`config.mk`:
```
export PLATFORM = sky130hd
export DESIGN_NAME = mem_ctrl_flat
export DESIGN_NICKNAME = d
export VERILOG_FILES = /design/src/rtl/mem_ctrl_pkg.sv /design/src/rtl/mem_ctrl_if.sv /design/src/rtl/mem_ctrl.sv /design/src/flat_wrapper.sv
export SDC_FILE = /design/constraint.sdc
export NUM_CORES = 1
export LEC_CHECK = 0
export ABC_AREA = 1
export CORE_AREA = 2 2 76 132
export DETAILED_ROUTE_END_ITERATION = 12
export DIE_AREA = 0 0 78 134
export GPL_ROUTABILITY_DRIVEN = 0
export PLACE_DENSITY = 0.75
export SLEW_MARGIN = 10
export SYNTH_ARGS = -nofsm -noshare
export SYNTH_HDL_FRONTEND = slang
export SYNTH_SLANG_ARGS = --single-unit
```
`constraint.sdc`:
```
create_clock -name clk -period 1.2 [get_ports clk]
set_input_delay 0.12 -clock clk [delete_from_list [all_inputs] [get_ports clk]]
set_output_delay 0.12 -clock clk [all_outputs]
set_load 0.005 [all_outputs]
```
`src/rtl/mem_ctrl_pkg.sv`:
```
// Shared types for the memory access sequencer: FSM state encoding and request classification.
// Pure declarations, no latency; no flow control of its own.
package mem_ctrl_pkg;

    typedef enum logic [2:0] {
        ST_IDLE = 3'd0,
        ST_WR   = 3'd1,
        ST_RD   = 3'd2,
        ST_RCAP = 3'd3,
        ST_DONE = 3'd4
    } state_t;

    typedef enum logic [1:0] {
        REQ_NONE  = 2'd0,
        REQ_WRITE = 2'd1,
        REQ_READ  = 2'd2,
        REQ_BAD   = 2'd3
    } req_kind_t;

    // Conflicting strobes and out-of-range addresses both finish as rejected.
    function automatic req_kind_t classify(input logic rd, input logic wr, input logic in_range);
        if (!rd && !wr)
            return REQ_NONE;
        if ((rd && wr) || !in_range)
            return REQ_BAD;
        return wr ? REQ_WRITE : REQ_READ;
    endfunction

endpackage

```
`src/rtl/mem_ctrl_if.sv`:
```
// Control-unit side of the memory sequencer: level request in, busy/done/err/MDR out.
// Request is held by the master until done; the slave accepts only while idle.
interface mem_ctrl_if #(
    parameter int BITS  = 32,
    parameter int ABITS = 32
);
    logic             req_read;
    logic             req_write;
    logic [ABITS-1:0] addr_in;
    logic [BITS-1:0]  wdata_in;
    logic             busy;
    logic             done;
    logic             err;
    logic [BITS-1:0]  rdata_out;

    modport master (
        output req_read, req_write, addr_in, wdata_in,
        input  busy, done, err, rdata_out
    );

    modport slave (
        input  req_read, req_write, addr_in, wdata_in,
        output busy, done, err, rdata_out
    );
endinterface

```
`src/rtl/mem_ctrl.sv`:
```
// Memory access sequencer: latches MAR/WDR, strobes the RAM, captures read data into MDR.
// Latency accept->done: write 2 cycles, read 3, rejected 1; back-to-back period write 3, read 4.
// Requests are sampled only in IDLE; the control unit holds req until done.
module mem_ctrl
    import mem_ctrl_pkg::*;
#(
    parameter int BITS    = 32,
    parameter int RAMSIZE = 512,
    parameter int ADDR    = $clog2(RAMSIZE),
    parameter int ABITS   = 32
) (
    input  logic            clk,
    input  logic            clear_n,
    mem_ctrl_if.slave       cu,
    output logic [ADDR-1:0] ram_address,
    output logic [BITS-1:0] ram_dataIn,
    output logic            ram_read,
    output logic            ram_write,
    input  logic [BITS-1:0] ram_dataOut
);

    state_t          state;
    state_t          state_nxt;
    req_kind_t       kind;
    logic            in_range;

    logic [ADDR-1:0] mar;
    logic [BITS-1:0] wdr;
    logic [BITS-1:0] mdr;
    logic            err_q;

    logic            busy_c;
    logic            done_c;
    logic            rd_c;
    logic            wr_c;

    // Any bus address bit above the RAM address width means out of range.
    assign in_range = ((cu.addr_in >> ADDR) == '0);
    assign kind     = classify(cu.req_read, cu.req_write, in_range);

    always_ff @(posedge clk or negedge clear_n) begin
        if (!clear_n)
            state <= ST_IDLE;
        else
            state <= state_nxt;
    end

    always_comb begin
        state_nxt = state;
        busy_c    = 1'b1;
        done_c    = 1'b0;
        rd_c      = 1'b0;
        wr_c      = 1'b0;
        unique case (state)
            ST_IDLE: begin
                busy_c = 1'b0;
                unique case (kind)
                    REQ_WRITE: state_nxt = ST_WR;
                    REQ_READ:  state_nxt = ST_RD;
                    REQ_BAD:   state_nxt = ST_DONE;
                    default:   state_nxt = ST_IDLE;
                endcase
            end
            ST_WR: begin
                wr_c      = 1'b1;
                state_nxt = ST_DONE;
            end
            ST_RD: begin
                rd_c      = 1'b1;
                state_nxt = ST_RCAP;
            end
            ST_RCAP: begin
                state_nxt = ST_DONE;
            end
            ST_DONE: begin
                done_c    = 1'b1;
                state_nxt = ST_IDLE;
            end
            default: begin
                busy_c    = 1'b0;
                state_nxt = ST_IDLE;
            end
        endcase
    end

    always_ff @(posedge clk or negedge clear_n) begin
        if (!clear_n) begin
            mar   <= '0;
            wdr   <= '0;
            mdr   <= '0;
            err_q <= 1'b0;
        end else begin
            if (state == ST_IDLE) begin
                unique case (kind)
                    REQ_WRITE: begin
                        mar   <= cu.addr_in[ADDR-1:0];
                        wdr   <= cu.wdata_in;
                        err_q <= 1'b0;
                    end
                    REQ_READ: begin
                        mar   <= cu.addr_in[ADDR-1:0];
                        err_q <= 1'b0;
                    end
                    REQ_BAD: begin
                        err_q <= 1'b1;
                    end
                    default: begin
                    end
                endcase
            end
            // RAM dataOut was refreshed on the RD edge; MDR samples it one edge later.
            if (state == ST_RCAP)
                mdr <= ram_dataOut;
        end
    end

    assign ram_address  = mar;
    assign ram_dataIn   = wdr;
    assign ram_read     = rd_c;
    assign ram_write    = wr_c;

    assign cu.busy      = busy_c;
    assign cu.done      = done_c;
    assign cu.err       = err_q;
    assign cu.rdata_out = mdr;

endmodule

```
`src/flat_wrapper.sv`:
```
// flat-port wrapper written by rule: the top's interface ports become plain ports
module mem_ctrl_flat import mem_ctrl_pkg::*;
#(
    parameter int BITS    = 32,
    parameter int RAMSIZE = 512,
    parameter int ADDR    = $clog2(RAMSIZE),
    parameter int ABITS   = 32
)
  (clk, clear_n, ram_address, ram_dataIn, ram_read, ram_write, ram_dataOut, cu_req_read, cu_req_write, cu_addr_in, cu_wdata_in, cu_busy, cu_done, cu_err, cu_rdata_out);
  mem_ctrl_if #(.BITS(BITS), .ABITS(ABITS)) cu_i ();
  input  logic clk;
  input  logic clear_n;
  output logic [ADDR-1:0] ram_address;
  output logic [BITS-1:0] ram_dataIn;
  output logic ram_read;
  output logic ram_write;
  input  logic [BITS-1:0] ram_dataOut;
  input wire logic [$bits(cu_i.req_read)-1:0] cu_req_read;
  input wire logic [$bits(cu_i.req_write)-1:0] cu_req_write;
  input wire logic [$bits(cu_i.addr_in)-1:0] cu_addr_in;
  input wire logic [$bits(cu_i.wdata_in)-1:0] cu_wdata_in;
  output wire logic [$bits(cu_i.busy)-1:0] cu_busy;
  output wire logic [$bits(cu_i.done)-1:0] cu_done;
  output wire logic [$bits(cu_i.err)-1:0] cu_err;
  output wire logic [$bits(cu_i.rdata_out)-1:0] cu_rdata_out;
  assign cu_i.req_read = cu_req_read;
  assign cu_i.req_write = cu_req_write;
  assign cu_i.addr_in = cu_addr_in;
  assign cu_i.wdata_in = cu_wdata_in;
  assign cu_busy = cu_i.busy;
  assign cu_done = cu_i.done;
  assign cu_err = cu_i.err;
  assign cu_rdata_out = cu_i.rdata_out;
  mem_ctrl #(.BITS(BITS), .RAMSIZE(RAMSIZE), .ADDR(ADDR), .ABITS(ABITS)) u_core (.clk(clk), .clear_n(clear_n), .cu(cu_i), .ram_address(ram_address), .ram_dataIn(ram_dataIn), .ram_read(ram_read), .ram_write(ram_write), .ram_dataOut(ram_dataOut));
endmodule
```
==> metrics, run 1 <==
status complete, but fails checks; failing checks setup timing; Routed Antenna Nets 0; crit path kind register to register; Reg clk slew, reported paths roughly 0.06 ns; RR Endpoint u_core.cu.rdata_out[14]$_DFFE_PN0N_; Peak VDD IR 0.00138 V; CTS tree built; Tmin final between 1 and 1.5 ns; Sink Count 77; Peak Freq between 700 and 800 MHz; Ant. Diodes 0; DR vias about 3200; RSZ-0062 raised after global routing true; #FFs+latches synth 77; CP required roughly 1.4 ns; area of the core about 9400 sq um; first-pass GRT wire length between 15000 and 20000 microns; share of cells above drive strength 1 a little over two fifths; PwrDens 2210 nW/um^2; initial antenna violation count 0; peak-usage layer in the global routing report met2; worst-path cell chain buf_4 > inv_4 > buf_4 > nand3_4 > buf_12 > mux2_1; Worst Hold Class input port to asynchronous set/reset pin; Die X between 70 and 80 microns; area delta synth->final 105%; Leakage roughly 3.2 nW; worst stage delay on the critical path 0.39 ns; Worst Skew between 0.007 and 0.008 ns; global route overflow 0; Placed Instance Area ~5300 sq um; worst reg-to-reg path cell count 6; grt met3 use between 4 and 5%; htree depth 3; Final Hold Viols 0; r2r startpoint u_core.state[2]$_DFF_PN0_; Startpoint Class register; largest net degree at the start of global routing 37; port buffer count approximately 180; Max Slew Vio Count 0; Worst slew margin between 80 and 90%; HPWL Detailed roughly 7000 microns; CP Depth 6; Crit. End Element register; Bufs and invs on worst path 4; pre-CTS setup slack -0.916 ns; Distinct cells, synth 19; Crit Path Max Fanout 19; Synth Net Count between 400 and 500; filler cell count in the final layout 688; Layout Nets about 650; number of setup violations in the final report 79; die span in y between 100 and 150 microns; Final Cell Area between 6000 and 7000 sq um; via/cell ratio between 4 and 5; GRT Util Overall between 20% and 30%; Seq/Total Area, Yosys around 60%; CTS Buf Count 9; Mapped Area around 3200 sq um; CP delay by family, top buffers and inverters; maximum capacitance violations 0; Syn Area/Cell about 10 sq um; Final WS setup -0.206 ns; FP Rows 47; vias in the first global route 3429; Initial DRC Count approximately 120; Worst-Margin Slew about 0.26 ns; met1 Resource Use GR 22.5%; DR pass1 iterations 4; full die area 10500 sq um; Worst Path Arrival ~1.6 ns; clock root cell clkbuf_16; clk_lat worst skew roughly 0.33 ns; GR Layer Usage met2 between 30% and 40%; Post-Synthesis Cells approximately 310; R2R setup slack -0.21 ns; synth warn 0; post-layout util 69.8%; maximum clock insertion buffer count 2; cell repeated most along the worst path buf_4; final worst-path cycle share 117%; average wire per standard cell around 17 microns; critical path's slowest cell dfrtp_1; IO Pins 178; DRC viols 0; Routed WL approximately 11000 microns; initial cell density of the core about a third
## worst reg2reg max path, stage by stage (launching register included)
cell and delay [ns]:
dfrtp_1 0.39, buf_4 0.15, inv_4 0.06, buf_4 0.11
nand3_4 0.09, buf_12 0.18, mux2_1 0.32
## routing by layer
| layer | vias to the layer above | part of all wire, % |
|---|---|---|
| met5 | - | 0 |
| met4 | 0 | 4.0 |
| met3 | 31 | 5.7 |
| met2 | 149 | 55 |
| met1 | 1550 | 35 |
| li1 | 1485 | - |
## sequential cells by signal, indices dropped and copies added (netlist names)
name / cells
u_core.cu.err: 1
u_core.cu.rdata_out: 32
u_core.ram_address: 9
u_core.ram_dataIn: 32
u_core.state: 3
## power by group
part	internal (mW)	switching (mW)	total, mW
combinational	4.24	3.12	7.36
clock	1.46	1.05	2.52
sequential	3.86	0.748	4.61
## per-stage QoR
step                setup TNS (ns)  power, mW  hold slack (ns)  cells
finish                      -11.70       14.5            0.196    673
detailed placement          -40.76       10.5          0.00146    612
floorplan                    -7.44       6.64           -0.176    308
global route                -16.16       15.3            0.205    673
CTS                         -12.38       13.8            0.191    669
global placement            -37.14       10.3        -0.000904    612
## layout by cell type (no fill, tap or decap), drive strengths merged
cell type	count
clkinvlp	1
nand2	106
clkdlybuf4s50	73
inv	8
clkbuf	13
dfrtp	77
nor2	21
ha	6
mux2	32
nand3	44
nor3	1
xor2	1
buf	86
dlygate4sd2	76
dlygate4sd3	1
clkinv	3
a21oi	2
## cell families after synthesis
family | synth area share, %
AOI/OAI and AO/OA | 0.313
xor gates and xnor gates | 0.273
adders and majority gates | 2.34
buffers and inverters | 3.44
DFF | 60.2
muxes | 11.2
and+or+nand+nor | 22.2
## Yosys cell counts
| master | n | share of area, % |
|---|---|---|
| nand2_1 | 100 | 12 |
| dfrtp_1 | 77 | 60 |
| nand3_1 | 43 | 6.7 |
| mux2_1 | 30 | 11 |
| nor2_1 | 20 | 2.3 |
| buf_2 | 7 | 1.1 |
| ha_1 | 6 | 2.3 |
| clkbuf_1 | 5 | 0.59 |
| inv_1 | 5 | 0.59 |
| a21oi_1 | 2 | 0.31 |
| buf_6 | 2 | 0.70 |
| inv_2 | 2 | 0.23 |
| mux2_2 | 2 | 0.70 |
| nand2_2 | 2 | 0.39 |
| buf_4 | 1 | 0.23 |
| nand3_4 | 1 | 0.55 |
| nor2_4 | 1 | 0.35 |
| nor3_1 | 1 | 0.16 |
| xor2_1 | 1 | 0.27 |
## worst max path at each step
stage / from / endpoint / slack, ns
floorplan: cu_addr_in[16] / u_core.ram_dataIn[10]$_DFFE_PN0P_ / -0.19
global placement: cu_addr_in[16] / u_core.ram_dataIn[12]$_DFFE_PN0P_ / -0.82
detailed placement: cu_addr_in[16] / u_core.ram_dataIn[2]$_DFFE_PN0P_ / -0.92
CTS: u_core.state[2]$_DFF_PN0_ / u_core.ram_dataIn[28]$_DFFE_PN0P_ / -0.20
global route: u_core.state[2]$_DFF_PN0_ / u_core.cu.rdata_out[19]$_DFFE_PN0N_ / -0.25
finish: u_core.state[2]$_DFF_PN0_ / u_core.cu.rdata_out[14]$_DFFE_PN0N_ / -0.21
## what timing repair did
item                                   in CTS  in global routing
pin swaps                                  33                 22
setup buffers                              31                  4
hold buffers                                1                  0
gates cloned                                9                  1
endpoints found under the hold margin      77                  0
gates resized for setup                   256                 72
setup endpoints to repair                 155                 81
## final cells by class
| type | count | area [sq um] | share of cell area (%) |
|---|---|---|---|
| clock inverter | 5 | 35.0 | 0.534 |
| tap | 122 | 153 | 2.32 |
| multi-input combinational | 213 | 1780 | 27.0 |
| sequential | 77 | 1930 | 29.3 |
| clock buffer | 11 | 243 | 3.70 |
| inverter | 7 | 28.8 | 0.438 |
| timing repair buffer | 238 | 2400 | 36.6 |
(Power assumes the default switching activity.)
==> inputs of run 2 (changes only) <==
- PLACE_DENSITY: 0.75 -> 0.71
==> metrics, run 2 (synthesized netlist as in run 1, its figures left out) <==
status complete, but fails checks (unchanged); failing checks setup timing (unchanged); Placed Cells incl. Taps 608 (was 612); post-layout util 69.5% (was 69.8%); htree depth 3 (unchanged); clk_lat worst skew 0.33 ns (about the same); RR Endpoint u_core.ram_address[3]$_DFFE_PN0P_ (was u_core.cu.rdata_out[14]$_DFFE_PN0N_); DR pass1 iterations 4 (unchanged); area of the core 9410 sq um (unchanged); maximum clock insertion buffer count 2 (unchanged); Worst slew margin 72.2% (was 82.4%); maximum capacitance violations 0 (unchanged); Ant. Diodes 0 (unchanged); R2R setup slack -0.16 ns (was -0.21 ns); DRC viols 0 (unchanged); pre-CTS setup slack -0.861 ns (was -0.916 ns); Final Hold Viols 0 (unchanged); largest net degree at the start of global routing 78 (was 37); crit path kind register to register (unchanged); cell count of the worst hold path 3; worst-path cell chain inv_2 > nand2_4 > nor2_4 > buf_12 > buf_12 > buf_12 > buf_4 > nand3_1 > nand2_2 (was buf_4 > inv_4 > buf_4 > nand3_4 > buf_12 > mux2_1); CTS tree built (unchanged); CP required 1.47 ns (was 1.41 ns); Crit. End Element register (unchanged); vias in the first global route 3433 (was 3429); Sink Count 77 (unchanged); Max Slew Vio Count 0 (unchanged); Die X 78 microns (unchanged); GRT Util Overall 22.1% (was 21.3%); r2r startpoint u_core.state[0]$_DFF_PN0_ (was u_core.state[2]$_DFF_PN0_); first-pass GRT wire length 17800 microns (was 17100 microns); PwrDens 2380 nW/um^2 (was 2210 nW/um^2); die span in y 134 microns (unchanged); CTS Buf Count 9 (unchanged); highest-count cells in the layout ignoring fill and taps dlygate4sd2_1 (76), dfrtp_1 (76), clkdlybuf4s50_1 (73) (was dfrtp_1 (77), dlygate4sd2_1 (76), clkdlybuf4s50_1 (73)); Layout Nets 648 (was 652); Hold Crit Endpoint u_core.ram_dataIn[28]$_DFFE_PN0P_; Crit Path Max Fanout 6 (was 19); initial cell density of the core 34.0% (unchanged); Leakage 3.22 nW (was 3.16 nW); Final WS setup -0.162 ns (was -0.206 ns); Worst Skew 0.00778 ns (was 0.00789 ns); FP Rows 47 (unchanged); Worst-Margin Slew 0.416 ns (was 0.264 ns); Peak VDD IR 0.00123 V (was 0.00138 V); Worst Path Arrival 1.63 ns (was 1.62 ns); DR vias 3126 (was 3215); via/cell ratio 4.67 (was 4.78); full die area 10500 sq um (unchanged); filler-free cell count of the finished design 669 (was 673); worst reg-to-reg path cell count 9 (was 6); RSZ-0062 raised after global routing true (unchanged); Initial DRC Count 98 (was 121); worst stage delay on the critical path 0.42 ns (was 0.39 ns); average wire per standard cell 16.6 microns (was 16.8 microns); share of cells above drive strength 1 42.0% (was 42.3%); global route overflow 0 (unchanged); critical path's slowest cell dfrtp_1 (unchanged); final worst-path cycle share 113% (was 117%); clock root cell clkbuf_16 (unchanged); IO Pins 178 (unchanged); port buffer count 177 (unchanged); Routed Antenna Nets 0 (unchanged); number of setup violations in the final report 79 (unchanged); Placed Instance Area 5310 sq um (was 5340 sq um); Routed WL 11100 microns (was 11300 microns); Tmin final 1.36 ns (was 1.41 ns); area delta synth->final 104% (was 105%); Worst Hold Class input port to register (was input port to asynchronous set/reset pin); Reg clk slew, reported paths 0.06 ns (about the same); HPWL Detailed 6930 microns (was 6970 microns); initial antenna violation count 0 (unchanged); Startpoint Class register (unchanged); cell repeated most along the worst path buf_12 (was buf_4); Peak Freq 734 MHz (was 711 MHz); Worst Min Path Start cu_wdata_in[28]; Final Cell Area 6540 sq um (was 6570 sq um)
## run 2: changes by cell type in the layout (fill, tap and decap cells not counted), sizes merged
cell           change
buf                -4
inv                -1
clkinvlp           -1
clkinv             -3
clkdlybuf4s15      +1
clkbuf             +1
bufinv             +3
## run 2: how the worst max path moves through the flow
stage	startpoint	end
finish	u_core.state[0]$_DFF_PN0_	u_core.ram_address[3]$_DFFE_PN0P_
global route	u_core.state[0]$_DFF_PN0_	u_core.ram_address[3]$_DFFE_PN0P_
CTS	u_core.state[0]$_DFF_PN0_	u_core.cu.rdata_out[21]$_DFFE_PN0N_
global placement	cu_addr_in[16]	u_core.ram_dataIn[21]$_DFFE_PN0P_
detailed placement	cu_addr_in[16]	u_core.ram_dataIn[22]$_DFFE_PN0P_
floorplan	cu_addr_in[16]	u_core.ram_dataIn[10]$_DFFE_PN0P_
## run 2: timing repair
| item | 4_1_cts | 5_1_grt |
|---|---|---|
| resized for setup | 275 | 52 |
| pin swaps | 33 | 31 |
| hold buffers | 1 | 0 |
| endpoints found under the hold margin | 77 | 0 |
| endpoints found under the setup margin | 155 | 80 |
| setup buffers | 36 | 5 |
| cloned | 10 | 0 |
## run 2: per-layer routing
layer	vias up	global-route usage [%]	wire length, microns
met2	127	41.0	6250
met3	18	5.79	648
met5	-	0	0
li1	1488	-	-
met1	1493	23.4	3950
met4	0	8.38	240
## run 2: metrics by stage
step	setup TNS, ns	power [mW]	hold WS [ns]
floorplan	-7.44	6.64	-0.176
global placement	-37.99	10.3	0.170
detailed placement	-40.08	10.5	0.179
CTS	-8.00	15.4	0.332
global route	-12.21	16.5	0.351
finish	-7.96	15.6	0.346
## run 2: critical path, delay by kind of cell, from the launching register on
kind          cells  cell delay (ns)
buf+inv           5             0.55
flops             1             0.42
simple gates      4             0.33
## run 2: final cells by class
| cell class | count | area (sq um) |
|---|---|---|
| well taps | 122 | 153 |
| multi-input cells | 213 | 1750 |
| repair buffers | 234 | 2320 |
| fillers | 725 | 2870 |
| clock buffers | 13 | 270 |
| clock inverters | 3 | 90.1 |
| inverters | 7 | 28.8 |
| flip-flops and latches | 77 | 1930 |
## run 2: where the power goes
group | switching [mW] | internal [mW]
logic | 3.16 | 4.61
registers | 0.735 | 3.87
clock network | 1.03 | 2.20
total | 4.93 | 10.7
